===== config.mk =====
export PLATFORM = sky130hd
export DESIGN_NAME = branch_predict_unit
export DESIGN_NICKNAME = d
export VERILOG_FILES = /design/src/rtl/branch_predict_unit_pkg.sv /design/src/rtl/bp_sat_counter.sv /design/src/rtl/branch_predict_unit.sv
export SDC_FILE = /design/constraint.sdc
export NUM_CORES = 2
export LEC_CHECK = 0
export BUFFER_PORTS_ARGS = -buffer_cell sky130_fd_sc_hd__buf_2
export CAP_MARGIN = 20
export CORE_MARGIN = 5
export CORE_UTILIZATION = 40
export DETAILED_ROUTE_END_ITERATION = 7
export GPL_TIMING_DRIVEN = 0
export PLACE_DENSITY_LB_ADDON = 0.12
export SYNTH_ARGS = -nofsm -noshare
export SYNTH_HDL_FRONTEND = slang
export SYNTH_SLANG_ARGS = --single-unit

===== constraint.sdc =====
create_clock -name clk -period 4.1 [get_ports clk]
set_input_delay 0.205 -clock clk [delete_from_list [all_inputs] [get_ports clk]]
set_output_delay 0.205 -clock clk [all_outputs]
set_load 0.005 [all_outputs]

===== src/rtl/branch_predict_unit_pkg.sv =====
// Shared definitions for the branch predictor and the CPU top level.
//   bp_mode_e  : prediction mode codes (same encoding the CPU drives on 'mode')
//   BP_CTR_RST : value each 2-bit table counter takes on reset / on a not-taken allocate
package branch_predict_unit_pkg;

  typedef enum logic [1:0] {
    BP_NOT_TAKEN = 2'b00,
    BP_TAKEN     = 2'b01,
    BP_DELAY     = 2'b10,
    BP_DYNAMIC   = 2'b11
  } bp_mode_e;

  localparam logic [1:0] BP_CTR_RST   = 2'b01;  // weakly not-taken
  localparam logic [1:0] BP_CTR_ALLOC = 2'b10;  // weakly taken

endpackage


===== src/rtl/bp_sat_counter.sv =====
// Saturating up/down counter.
//   clk, rst   : clock, async active-low reset (to RST_VAL)
//   clr        : sync clear to 0 (highest priority)
//   ld, ld_val : sync load
//   inc, dec   : step up / down, holding at all-ones / zero; both set = hold
//   q          : current count
module bp_sat_counter #(
  parameter int             W       = 2,
  parameter logic [W-1:0]   RST_VAL = '0
) (
  input  logic         clk,
  input  logic         rst,
  input  logic         clr,
  input  logic         ld,
  input  logic [W-1:0] ld_val,
  input  logic         inc,
  input  logic         dec,
  output logic [W-1:0] q
);

  logic [W-1:0] cnt_q, cnt_d;

  always_comb begin
    cnt_d = cnt_q;
    if (clr)                                 cnt_d = '0;
    else if (ld)                             cnt_d = ld_val;
    else if (inc && !dec && (cnt_q != '1))   cnt_d = cnt_q + W'(1);
    else if (dec && !inc && (cnt_q != '0))   cnt_d = cnt_q - W'(1);
  end

  always_ff @(posedge clk or negedge rst) begin
    if (!rst) cnt_q <= RST_VAL;
    else      cnt_q <= cnt_d;
  end

  assign q = cnt_q;

endmodule


===== src/rtl/branch_predict_unit.sv =====
// Branch predictor: direct-mapped BHT/BTB held in flops, four prediction modes.
//   IF side : if_pc -> pred_taken / pred_target (combinational)
//   EX side : ex_* resolve a branch, update the table, raise mispredict/redirect_pc
//   keep_slot : delay-slot mode, instruction after the branch survives
//   stats   : saturating resolved-branch / mispredict counts with sync clear
module branch_predict_unit
  import branch_predict_unit_pkg::*;
#(
  parameter int PC_WIDTH   = 32,
  parameter int ENTRIES    = 16,
  parameter int STAT_WIDTH = 16
) (
  input  logic                  clk,
  input  logic                  rst,
  input  logic [1:0]            mode,
  input  logic [PC_WIDTH-1:0]   if_pc,
  output logic                  pred_taken,
  output logic [PC_WIDTH-1:0]   pred_target,
  input  logic                  ex_br_valid,
  input  logic [PC_WIDTH-1:0]   ex_pc,
  input  logic                  ex_taken,
  input  logic [PC_WIDTH-1:0]   ex_target,
  input  logic                  ex_pred_taken,
  input  logic [PC_WIDTH-1:0]   ex_pred_target,
  output logic                  mispredict,
  output logic [PC_WIDTH-1:0]   redirect_pc,
  output logic                  keep_slot,
  input  logic                  stat_clear,
  output logic [STAT_WIDTH-1:0] stat_branches,
  output logic [STAT_WIDTH-1:0] stat_mispred
);

  localparam int IDX_W = $clog2(ENTRIES);
  localparam int TAG_W = PC_WIDTH - IDX_W - 2;

  logic [ENTRIES-1:0]               valid_q, valid_d;
  logic [ENTRIES-1:0][TAG_W-1:0]    tag_q, tag_d;
  logic [ENTRIES-1:0][PC_WIDTH-1:0] tgt_q, tgt_d;
  logic [ENTRIES-1:0][1:0]          ctr;

  logic [IDX_W-1:0] if_idx, ex_idx;
  logic [TAG_W-1:0] if_tag, ex_tag;
  logic             if_hit, ex_hit;
  logic [1:0]       if_ctr;

  assign if_idx = if_pc[IDX_W+1:2];
  assign if_tag = if_pc[PC_WIDTH-1:IDX_W+2];
  assign ex_idx = ex_pc[IDX_W+1:2];
  assign ex_tag = ex_pc[PC_WIDTH-1:IDX_W+2];

  assign if_hit = valid_q[if_idx] && (tag_q[if_idx] == if_tag);
  assign ex_hit = valid_q[ex_idx] && (tag_q[ex_idx] == ex_tag);
  assign if_ctr = ctr[if_idx];

  // Lookup reads the registered table, so a same-cycle update is not seen yet.
  always_comb begin
    pred_taken = 1'b0;
    case (mode)
      BP_TAKEN:   pred_taken = if_hit;
      BP_DYNAMIC: pred_taken = if_hit && if_ctr[1];
      default:    pred_taken = 1'b0;
    endcase
  end

  assign pred_target = pred_taken ? tgt_q[if_idx] : if_pc + PC_WIDTH'(4);

  // Table trains in every mode so a later switch to dynamic starts warm.
  always_comb begin
    valid_d = valid_q;
    tag_d   = tag_q;
    tgt_d   = tgt_q;
    if (ex_br_valid) begin
      if (!ex_hit) begin
        valid_d[ex_idx] = 1'b1;
        tag_d[ex_idx]   = ex_tag;
        tgt_d[ex_idx]   = ex_target;
      end else if (ex_taken) begin
        tgt_d[ex_idx]   = ex_target;
      end
    end
  end

  always_ff @(posedge clk or negedge rst) begin
    if (!rst) begin
      valid_q <= '0;
      tag_q   <= '0;
      tgt_q   <= '0;
    end else begin
      valid_q <= valid_d;
      tag_q   <= tag_d;
      tgt_q   <= tgt_d;
    end
  end

  for (genvar i = 0; i < ENTRIES; i++) begin : g_ctr
    logic sel;
    assign sel = ex_br_valid && (ex_idx == IDX_W'(i));
    bp_sat_counter #(.W(2), .RST_VAL(BP_CTR_RST)) u_ctr (
      .clk    (clk),
      .rst    (rst),
      .clr    (1'b0),
      .ld     (sel && !ex_hit),
      .ld_val (ex_taken ? BP_CTR_ALLOC : BP_CTR_RST),
      .inc    (sel && ex_hit && ex_taken),
      .dec    (sel && ex_hit && !ex_taken),
      .q      (ctr[i])
    );
  end

  assign mispredict  = ex_br_valid &&
                       ((ex_pred_taken != ex_taken) ||
                        (ex_taken && (ex_pred_target != ex_target)));
  // Delay-slot mode: fall-through skips the slot instruction already executed.
  assign redirect_pc = ex_taken ? ex_target
                                : ex_pc + ((mode == BP_DELAY) ? PC_WIDTH'(8) : PC_WIDTH'(4));
  assign keep_slot   = (mode == BP_DELAY);

  bp_sat_counter #(.W(STAT_WIDTH)) u_stat_br (
    .clk    (clk),
    .rst    (rst),
    .clr    (stat_clear),
    .ld     (1'b0),
    .ld_val ('0),
    .inc    (ex_br_valid),
    .dec    (1'b0),
    .q      (stat_branches)
  );

  bp_sat_counter #(.W(STAT_WIDTH)) u_stat_mp (
    .clk    (clk),
    .rst    (rst),
    .clr    (stat_clear),
    .ld     (1'b0),
    .ld_val ('0),
    .inc    (mispredict),
    .dec    (1'b0),
    .q      (stat_mispred)
  );

  // Byte-offset bits and the counter LSB are architecturally unused here.
  logic unused_bits;
  assign unused_bits = ^{if_pc[1:0], ex_pc[1:0], if_ctr[0]};

endmodule


# Word level (Yosys, flattened, before mapping)
# Cells that the tools add are included.
[op_classes]
addsub = 36
magnitude_cmp = 3
n_eq_ne = 41
mux = 79
bitwise = 2
reduce_logical = 224
[op_table]
columns = ["cell", "n"]
rows = [
  ["two-way mux 512 bit", 2],
  ["bitwise mux 512 bit", 1],
  ["bitwise mux 416 bit", 1],
  ["binary-select mux 26 bit (select 4 bit)", 2],
  ["logical AND 1 bit", 152],
  ["binary-select mux 32 bit (select 4 bit)", 1],
  ["demux 32 bit (select 4 bit)", 1],
  ["two-way mux 32 bit", 4],
  ["demux 26 bit (select 4 bit)", 1],
  ["two-way mux 2 bit", 50],
  ["two-way mux 26 bit", 3],
  ["two-way mux 16 bit", 4],
  ["== test 26 bit", 2],
  ["nonzero test 3 bit", 16],
  ["nonzero test 2 bit", 18],
  ["logical NOT 1 bit", 34],
  ["inequality test 2 bit, second input constant", 17],
  ["adder 16 x 1 -> 16 bit, second input constant", 2],
  ["adder 2 x 1 -> 2 bit, second input constant", 16],
  ["adder 32 x 3 -> 32 bit, second input constant", 1],
  ["adder 32 x 4 -> 32 bit", 1],
  ["== test 4 bit, second input constant", 8],
  ["inequality test 16 bit, second input constant", 2],
  ["inequality test 32 bit", 1],
  ["20 further kinds", 45],
]
[totals]
register_bits = 1008
in_bits = 136
out_inout_bits = 99

# Depth between registers and ports, before layout
[logic_depth]
ltp_word = 12
mapped_depth = 18

# By module
# Synthesis repeated with hierarchy kept, for this count alone.
[hier_totals]
hier_cells = 4172
area_unflattened_um2 = 56847.0
[by_module_without_submodules]
columns = ["mod", "n_inst", "cells_per_inst", "area_per_inst_um2"]
rows = [
  ["branch_predict_unit", 1, 3517, 51165.3],
  ["bp_sat_counter at g_ctr[0].u_ctr ...", 16, 18, 158.9],
  ["bp_sat_counter at u_stat_br", 1, 186, 1581.5],
  ["bp_sat_counter at u_stat_mp", 1, 181, 1557.7],
]

# Least setup slack after synthesis
# No wires, ideal clock.
[synth_path]
path_type = "input port to output port"
startpoint = "in if_pc[2]"
endpoint = "out pred_target[10]"
arrival_time_ps = 3340
setup_slack_ps = 555
stages = 9
path_buffers = 6
cell_sequence = "buf_2 > buf_2 > buf_2 > buf_2 > clkbuf_1 > buf_1 > mux4_2 > mux4_2 > mux2_2"
[synth_via]
elab_chain_cells = 7
word_cells_on_any_way = 14
cone_classes = "1 x add/sub; 1 x eq/ne; 10 x mux; 2 x reduce/logical"
[synth_rtl]
columns = ["element", "line_no", "text"]
rows = [
  ["start: declaration", "branch_predict_unit.sv:16", "input logic [PC_WIDTH-1:0] if_pc,"],
  ["binary-select mux 26 bit (select 4 bit)", "branch_predict_unit.sv:51", "assign if_hit = valid_q[if_idx] && (tag_q[if_idx] == if_tag);"],
  ["two-way mux 26 bit (implied by the code)", "branch_predict_unit.sv:51", ""],
  ["== test 26 bit", "branch_predict_unit.sv:51", ""],
  ["logical AND 1 bit", "branch_predict_unit.sv:51", ""],
  ["logical AND 1 bit", "branch_predict_unit.sv:60", "BP_DYNAMIC: pred_taken = if_hit && if_ctr[1];"],
  ["one-hot mux 1 bit (2 select lines)", "branch_predict_unit.sv:58", "case (mode)"],
  ["two-way mux 32 bit (*)", "branch_predict_unit.sv:65", "assign pred_target = pred_taken ? tgt_q[if_idx] : if_pc + PC_WIDTH'(4);"],
  ["end: declaration", "branch_predict_unit.sv:18", "output logic [PC_WIDTH-1:0] pred_target,"],
]
# Every way passes the cells marked *; elsewhere a longest branch is shown, timed or not. The select of a mux whose other input is x is not followed.

# Worst setup path in the final report
[layout_path]
startpoint = "in if_pc[3]"
endpoint = "out pred_target[8]"
# The elaborated chain is that of the path after synthesis.

==> impl_metrics.py <==
metrics = {
    "run_status": {
        "run_status": "complete, but fails checks",
        "violations": "negative hold slack, negative setup slack",
    },
    "global_routing": {
        "grt_pass1_vias": 38030,
        "grt-ovfl-total": 0,
        "grt_util_all_layers": 0.2975,
        "grt_max_degree": 159,
        "antenna_found_initial": 14,
        "grt_pass1_wl_um": 299300,
    },
    "timing": {
        "slew_viol_final": 0,
        "skew_ns": 0.05917,
        "setup_viol": 345,
        "period_share": 1.131,
        "finalSetupTns_ns": -26.24,
        "rsz0062_at_grt": "yes",
        "setup_ws_ns": -0.5352,
        "slew-limit-headroom": 0.1692,
        "finalHoldWorstSlack_ns": -0.001761,
        "tightest_slew_ns": 1.237,
        "period_minus_slack_ns": 4.635,
        "max_freq_mhz": 215.7,
        "hold_violations": 1,
    },
    "cts": {
        "clock_sinks": 1008,
        "cts.path.max_buffers": 3,
        "numCtsBuffers": 120,
        "clock_latency_ns": 0.77,
        "cts_root_buffer": "clkbuf_16",
        "cts_max_level": 3,
        "clk_pin_slew_ns": 0.06,
        "tritoncts": "yes",
    },
    "layout": {
        "nets": 4412,
        "final_area_sq_um": 62510,
        "fillCellCount": 11730,
        "area_growth_pct": 17.70,
        "drive_gt1_frac": 0.4363,
    },
    "critical_path": {
        "end_kind": "output port",
        "crit_arrival_ns": 4.43,
        "critical_path.slowest_cell": "mux4_2",
        "crit_top_cell": "buf_12",
        "crit_path_cell_trace": "buf_2 -> clkbuf_1 -> clkbuf_2 -> buf_8 -> mux4_2 -> mux4_2 -> xor2_2 -> nor4_4 -> nand3_2 -> a2111oi_4 -> and3_4 -> buf_12 -> buf_12 -> buf_12 -> mux2_4 -> buf_6",
        "path_class": "input port to output port",
        "r2r_end": "tag_q[122]",
        "cpPeakStageDelay_ns": 0.66,
        "worst-path-max-fanout": 7,
        "rr_startpoint": "tag_q[162]",
        "rr_worst_depth": 11,
        "r2r_setup_slack_ns": -0.02,
        "cp.required_ns": 3.89,
        "cp-start-kind": "input port",
    },
    "place": {
        "place.gp.congestion": 1.006,
        "placed_area_sq_um": 56740,
        "portBuffers": 188,
        "dp_hpwl_um": 154600,
    },
    "synthesis": {
        "synth_top_area_cell": "dfrtp_1",
        "synth-xor-area-share": 0.02688,
        "synth-edff-count": 0,
        "ys_warn_count": 0,
        "synthAdderAreaFrac": 0.001555,
        "seq_area_frac_synth": 0.4753,
        "yosys-top-cells-area": "dfrtp_1 47%, mux2_2 17%, mux4_2 15%",
        "ys.flop_type": "dfrtp_1",
        "yosys.area.top_type_share": 0.4674,
        "synth-seq-cells": 1008,
        "synth-simple-area-share": 0.04210,
        "postSynthCellCount": 3899,
        "avgSynthCellArea_sq_um": 13.62,
        "async_flop_share": 1.000,
        "synth.net_count": 4041,
        "muxShareOfSynthArea": 0.3523,
        "synth_top_family_by_area": "multiplexers",
        "synth.most_common_cell": "dfrtp_1",
        "synth_commonest_cells": "992 x dfrtp_1, 815 x mux2_2, 363 x mux4_2",
        "synth_cell_types": 69,
        "synth_area_sq_um": 53110,
        "synth-compound-area-share": 0.06236,
    },
    "pwr": {
        "p_per_area_nw_per_um2": 508.1,
        "leakagePower_uw": 0.02623,
        "vdd_drop_max_v": 0.0003314,
    },
    "detailed_routing": {
        "drc_errors": 0,
        "dr.pass1.iters": 5,
        "vias": 37960,
        "drtAntennaViolNets": 0,
        "drtIter0Drc": 3831,
        "wl_per_cell_um": 34.54,
        "finalWirelength_um": 212000,
        "vias_per_cell": 6.187,
    },
    "floorplanning": {
        "rows": 133,
        "start_util": 0.4030,
        "core_area_sq_um": 131800,
        "ios": 235,
        "die_height_um": 374.4,
        "die_area_sq_um": 140200,
        "die_x_um": 374.4,
    },
    "flow_run": {
        "maxCapViolCount": 0,
    },
    "min_path": {
        "hp-class": "input port to async pin",
    },
}
## registers in the layout (all words and copies together) (netlist names)
signal / flops
u_stat_mp.q: 16
tag_q: 416
u_stat_br.q: 16
valid_q: 16
tgt_q: 512
g_ctr.u_ctr.q: 32
## stage by stage
step	worst slack [ns]	utilization	total power [uW]	hold WS, ns	cells
final	-0.5352	0.4743	31760	-0.001761	6136
after CTS	-0.5823	0.4719	31780	0.0007204	6129
after detailed placement	-2.277	0.4305	20150	0.1980	5868
after global placement	-20.62	0.4268	19950	0.4613	5842
after floorplan	0.5547	-	17660	-0.09059	3899
after global routing	-0.5452	0.4742	32920	0.03882	6129
## worst max-delay path, delay by kind of cell
kind / cells / cell delay [ns]
multiplexers: 3 / 1.40
buffers and inverters: 8 / 1.63
XOR/XNOR: 1 / 0.21
AO/OA/AOI/OAI: 1 / 0.20
AND/OR/NAND/NOR: 3 / 0.76
## cell usage in the layout, fill, tap and decap left out, types with 19 or more instances in the layout
cell	instances
dfrtp_1	992
mux2_2	788
mux4_2	363
o21ai_0	349
buf_2	179
clkbuf_1	173
clkbuf_16	121
mux2i_1	108
nand2_1	96
nor2_1	93
buf_6	91
xor2_1	91
xnor2_1	69
buf_4	65
nand3_1	58
clkbuf_2	45
a21oi_1	42
inv_1	37
clkbuf_8	36
nor3_1	27
mux2_4	27
buf_1	25
clkinv_2	23
a22oi_1	22
nand4_1	21
nand2b_1	20
mux2_1	20
buf_8	19
## power by group
part	switching [uW]	internal (uW)	total (uW)	leakage (uW)
Sequential	1360	12100	13500	0.0124
Clock	4620	6870	11500	0.00210
Combinational	3140	3630	6770	0.0117
Total	9120	22600	31800	0.0262
## cell type report
cell class	count	area (sq um)	area share
inverters	41	157.7	0.002522
clock buffers	175	3581	0.05728
well taps	1755	2196	0.03513
plain buffers	373	2288	0.03661
multi-input cells	2474	26290	0.4206
flip-flops and latches	1008	25240	0.4038
diodes	8	20.02	0.0003202
clock inverters	50	690.7	0.01105
repair buffers	252	2042	0.03266
## layer usage
layer  vias up  track usage  share of wire
met2      1842       0.4636           0.46
met3       425      0.06607          0.086
li1      15390            -              -
met1     20300       0.4015           0.41
met5         -            0        0.00029
met4        10       0.1308          0.050
## worst max-delay path by stage
stage | start | end | slack, ns | cells after the start
after floorplan | if_pc[2] | pred_target[10] | 0.55 | 9
after global placement | rst | tag_q[226] | -20.62 | 1
after detailed placement | if_pc[3] | pred_target[29] | -2.28 | 12
after CTS | tag_q[406] | pred_target[30] | -0.58 | 12
after global routing | tag_q[412] | pred_target[8] | -0.55 | 12
final | if_pc[3] | pred_target[8] | -0.54 | 16
## cells by family (layout without fill, tap and decap cells)
family	after synthesis	after routing
mux	1311	1311
flops	1008	1008
compound gates	550	550
simple gates	444	444
buf+inv	417	891
xor+xnor	163	163
fa+ha+maj	6	6
other cells	0	8
## repair_timing
action / CTS / global route
gates resized for setup: 211 / 99
pin swaps: 12 / 4
buffers inserted: 22 / 1
cloned: 2 / 0
hold endpoints to repair: 207 / 0
setup endpoints to repair: 1033 / 773
hold buffers: 13 / 0
Power figures use the tool's default switching activity.
